## config.mk

```make
export PLATFORM = sky130hd
export DESIGN_NAME = const_load_sequencer
export DESIGN_NICKNAME = d
export VERILOG_FILES = /design/src/rtl/const_load_sequencer.sv
export SDC_FILE = /design/constraint.sdc
export NUM_CORES = 1
export LEC_CHECK = 0
export ABC_CLOCK_PERIOD_IN_PS = 1400
export CORE_MARGIN = 2
export CORE_UTILIZATION = 40
export CTS_CLUSTER_SIZE = 28
export DETAILED_ROUTE_END_ITERATION = 16
export DONT_BUFFER_PORTS = 1
export HOLD_SLACK_MARGIN = 0.02
export PLACE_DENSITY_LB_ADDON = 0.12
export SYNTH_ARGS = -nofsm -noshare
export SYNTH_HDL_FRONTEND = slang
export SYNTH_SLANG_ARGS = --single-unit
export TNS_END_PERCENT = 50
```

## constraint.sdc

```tcl
create_clock -name clock -period 1.4 [get_ports clock]
set_input_delay 0.21 -clock clock [delete_from_list [all_inputs] [get_ports clock]]
set_output_delay 0.21 -clock clock [all_outputs]
set_load 0.02 [all_outputs]
```

## src/rtl/const_load_sequencer.sv

```systemverilog
// Sequences loadlit/lcl/lch around the constant extender and register file.
// loadlit writes the extended constant; lcl/lch read-modify-write one byte.
module const_load_sequencer #(
   parameter int DATA_W    = 16,
   parameter int CONST_W   = 11,
   parameter int RF_ADDR_W = 3
) (
   input  logic                 clock,
   input  logic                 reset,
   input  logic                 req_valid,
   output logic                 req_ready,
   input  logic [1:0]           req_op,
   input  logic [RF_ADDR_W-1:0] req_dest,
   input  logic [CONST_W-1:0]   req_const,
   output logic [1:0]           ext_controle,
   output logic [CONST_W-1:0]   ext_constante,
   input  logic [DATA_W-1:0]    ext_extendida,
   output logic                 rf_rd_en,
   output logic [RF_ADDR_W-1:0] rf_rd_addr,
   input  logic [DATA_W-1:0]    rf_rd_data,
   output logic                 rf_wr_en,
   output logic [RF_ADDR_W-1:0] rf_wr_addr,
   output logic [DATA_W-1:0]    rf_wr_data,
   output logic                 done,
   output logic                 err,
   output logic [7:0]           op_count
);

   localparam logic [2:0] IDLE  = 3'd0;
   localparam logic [2:0] LOAD  = 3'd1;
   localparam logic [2:0] READ  = 3'd2;
   localparam logic [2:0] MERGE = 3'd3;
   localparam logic [2:0] WRITE = 3'd4;
   localparam logic [2:0] ERR   = 3'd5;

   localparam logic [1:0] OP_LOADLIT = 2'b00;
   localparam logic [1:0] OP_LCL     = 2'b01;
   localparam logic [1:0] OP_LCH     = 2'b10;

   logic [2:0]           state;
   logic [2:0]           state_nxt;
   logic [1:0]           op_q;
   logic [RF_ADDR_W-1:0] dest_q;
   logic [CONST_W-1:0]   const_q;
   logic [DATA_W-1:0]    result_q;

   always_comb begin
      state_nxt = state;
      case (state)
         IDLE: begin
            if (req_valid) begin
               case (req_op)
                  OP_LOADLIT:     state_nxt = LOAD;
                  OP_LCL, OP_LCH: state_nxt = READ;
                  default:        state_nxt = ERR;
               endcase
            end
         end
         LOAD:    state_nxt = WRITE;
         READ:    state_nxt = MERGE;
         MERGE:   state_nxt = WRITE;
         WRITE:   state_nxt = IDLE;
         ERR:     state_nxt = IDLE;
         default: state_nxt = IDLE;
      endcase
   end

   always_ff @(posedge clock or negedge reset) begin
      if (!reset) begin
         state    <= IDLE;
         op_q     <= '0;
         dest_q   <= '0;
         const_q  <= '0;
         result_q <= '0;
         op_count <= '0;
      end else begin
         state <= state_nxt;
         case (state)
            IDLE: begin
               if (req_valid) begin
                  op_q    <= req_op;
                  dest_q  <= req_dest;
                  const_q <= req_const;
               end
            end
            LOAD: result_q <= ext_extendida;
            MERGE: begin
               // Byte placement of the constant is done by the extender; only the kept byte comes from the register.
               if (op_q == OP_LCL)
                  result_q <= {rf_rd_data[DATA_W-1:8], ext_extendida[7:0]};
               else
                  result_q <= {ext_extendida[DATA_W-1:8], rf_rd_data[7:0]};
            end
            WRITE:   op_count <= op_count + 8'd1;
            default: ;
         endcase
      end
   end

   // The illegal op code is masked so the extender never sees its undefined control value.
   assign ext_controle  = (op_q == 2'b11) ? 2'b00 : op_q;
   assign ext_constante = const_q;

   assign req_ready  = (state == IDLE);
   assign rf_rd_en   = (state == READ);
   assign rf_rd_addr = dest_q;
   assign rf_wr_en   = (state == WRITE);
   assign rf_wr_addr = dest_q;
   assign rf_wr_data = result_q;
   assign done       = (state == WRITE);
   assign err        = (state == ERR);

endmodule

```

==> flow_summary.ini <==
[min_path]
worstHoldStart = req_const[8]
hp-class = input pin to flop
hold_depth = 1
min_to = ext_constante[8]$_DFFE_PN0P_

[setup_path]
cp_num_buf_inv = 3
crit_path_start = state[0]$_DFFE_PN0P_
cp-end-kind = primary output
required_ns = 1.19
crit_slowest_cell = dfrtp_1
reg2regPathDepth = 5
r2r-end = ext_constante[5]$_DFFE_PN0P_
r2r-start = state[1]$_DFFE_PN0P_
cp-start-kind = flop
cp_slowest_stage_delay_ns = 0.40
path_depth = 4
crit_family = flip-flops
path_cells = buf_6 > nor3b_4 > buf_12 > buf_8
cp_max_fo = 4
cp_data_arrival_time_ns = 1.28
r2r_setup_slack_ns = -0.09
criticalPathCategory = flop to primary output

[placed_design]
placement.io_buffers = 0
post-dp-hpwl_mm = 2.94
gp_congestion = 0.692
dp_cells = 242
place_area_sq_mm = 0.00218

[synth]
yosys.area_share.xor_xnor_pct = 3.08
synthMuxAreaShare_pct = 15.5
synth_fa_ha_area_share_pct = 1.89
postSynthCellCount = 169
syn_area_per_cell_sq_um = 11.8
synth_warnings = 0
synth_compound_area_share_pct = 7.36
synth.yosys.seq_area_share_pct = 54.1
synth_top_family_by_area = multiplexers
synth-seq-cells = 43
yosysUniqueCellTypes = 30
synth-simple-area-share_pct = 11.7
syn-num-nets = 223
synth_area_sq_mm = 0.00199

[detailed_routing]
drc = 0
vias = 1350
ant_nets = 0
drtPass1Iterations = 4
wl_per_cell_um = 16.2
drt-initial-drc-count = 41
viasPerCell = 5.19
drt-total-wl_mm = 4.21

[floorplanning]
design.core.area_sq_mm = 0.00475
die_x_um = 74.5
rows = 25
dieArea_sq_mm = 0.00555
pin_count = 99
die_h_um = 74.5
initial_core_util_pct = 41.8

[clock_tree]
cts_buffers = 5
cts_sinks = 43
clk_path_buf_depth = 2
cts_root_buffer = clkbuf_8
clk_latency_ns = 0.29
cts_max_level = 2
cts_tree = built
clkTransAtPathRegs_ns = 0.08

[pwr]
sw_frac_of_total_pct = 42.5
p_leak_nw = 1.07
p_seq_share_pct = 46.5
power.total_w = 0.00616
powerDensity_mw_per_mm2 = 2520
power.net_switching_w = 0.00261
clkPwrFrac_pct = 12.2
combPwrFrac_pct = 41.3
ir_worst_vdd_v = 0.000926
internal_power_w = 0.00354

[global_route]
grt_start_max_net_pins = 44
track_usage_pct = 15.6
grt_pass1_vias = 1314
grt_pass1_wl_mm = 6.52
grt-ovfl-total = 0
antenna_found_initial = 0

[timing]
tightest_slew_ns = 0.410
fin_worst_skew_ns = 0.00524
clock.fmax_mhz = 673
fin_ws_ns = -0.0863
finalHoldViolCount = 0
setup_viol = 19
period_share_pct = 106
maxSlewViolCount = 0
min_period_ns = 1.49
rsz0062_at_grt = yes
slew_headroom_pct = 72.6

[layout]
layout-drive-gt1-share_pct = 33.2
fin_area_sq_mm = 0.00245
layout_common_cells = dfrtp_1 (42), buf_4 (18), nor2_1 (17)
antenna_cells = 0
fin_cells = 260
syn_to_final_growth_pct = 23.1
mostFrequentLayoutCell = dfrtp_1
nets = 246
utilization_pct = 51.5

[run_status]
status = complete, but fails checks
failed_checks = negative setup slack

[flow_run]
drv_cap = 0
-- synthesized netlist by cell type (all sizes together) --
| cell | count | share of area (%) |
|---|---|---|
| xnor2 | 6 | 2.6 |
| nand3 | 8 | 2.0 |
| nor2 | 17 | 3.2 |
| nand2b | 1 | 0.31 |
| mux2i | 8 | 4.0 |
| and2 | 1 | 0.31 |
| dfrtp | 43 | 54 |
| ha | 3 | 1.9 |
| a31oi | 9 | 2.8 |
| clkbuf | 5 | 0.94 |
| nor2b | 2 | 0.63 |
| mux2 | 17 | 12 |
| and3b | 1 | 0.44 |
| nor3 | 4 | 1.3 |
| nand2 | 2 | 0.38 |
| o21ai | 8 | 2.0 |
| a21oi | 10 | 2.5 |
| nor3b | 1 | 0.94 |
| and3 | 3 | 0.94 |
| xor2 | 1 | 0.44 |
| nand4 | 4 | 1.3 |
| inv | 5 | 0.94 |
| buf | 10 | 4.4 |
-- per-layer routing --
metal  up-vias  track usage (%)  wire, um
met3         5             5.69       314
met5         -                0         0
met1       657             19.6      1660
li1        626                -         -
met2        62             25.0      2190
met4         0             5.36        48
-- metrics by stage --
stage               setup TNS, ns  setup WS, ns  hold slack, ns
floorplan                   -2.50        -0.193         -0.0856
CTS                         -1.35        -0.108          0.0474
global placement                0       0.00756         -0.0845
finish                      -1.17       -0.0863          0.0560
detailed placement         -0.126       -0.0248         -0.0842
global route                -2.59        -0.150          0.0394
-- state kept, by name, summed over array words and instances (netlist names) --
| name | count |
|---|---|
| ext_constante | 11 |
| rf_wr_data | 16 |
| op_q | 2 |
| state | 3 |
| op_count | 8 |
| rf_rd_addr | 3 |
-- power groups by stage --
| stage | sequential (W) | combinational (W) | clock, W |
|---|---|---|---|
| finish | 0.00286 | 0.00254 | 0.000749 |
| global route | 0.00293 | 0.00280 | 0.000828 |
| CTS | 0.00287 | 0.00249 | 0.000782 |
| detailed placement | 0.00290 | 0.00214 | 0 |
| global placement | 0.00288 | 0.00207 | 0 |
| floorplan | 0.00281 | 0.00160 | 0 |
-- logic make-up after synthesis --
| family | count (synthesis) |
|---|---|
| multiplexers | 25 |
| flip-flops | 43 |
| AND/OR/NAND/NOR | 44 |
| AO/OA/AOI/OAI | 27 |
| adder cells (fa/ha/maj) | 3 |
| XOR/XNOR | 7 |
| buffers and inverters | 20 |
-- area by class of cell --
| class | count | area, sq um |
|---|---|---|
| clock inverter | 3 | 15.0 |
| inverter | 5 | 22.5 |
| multi-input combinational | 106 | 832 |
| clock buffer | 5 | 68.8 |
| sequential | 43 | 1080 |
| fill | 435 | 2310 |
| tap | 67 | 83.8 |
| timing repair buffer | 31 | 348 |
-- how the worst max path moves through the flow --
stage,end
final,rf_wr_en
after floorplan,ext_constante[10]$_DFFE_PN0P_
after global routing,rf_wr_en
after global placement,ext_constante[3]$_DFFE_PN0P_
after CTS,rf_wr_en
after detailed placement,ext_constante[1]$_DFFE_PN0P_
-- repair_timing --
| item | in CTS | in global routing |
|---|---|---|
| gates resized for setup | 15 | 5 |
| cloned | 1 | 0 |
| endpoints found under the hold margin | 43 | 0 |
| pin swaps | 4 | 5 |
| setup buffers | 6 | 1 |
| setup endpoints to repair | 11 | 27 |
| hold buffers | 2 | 0 |
Power figures use the tool's default switching activity.
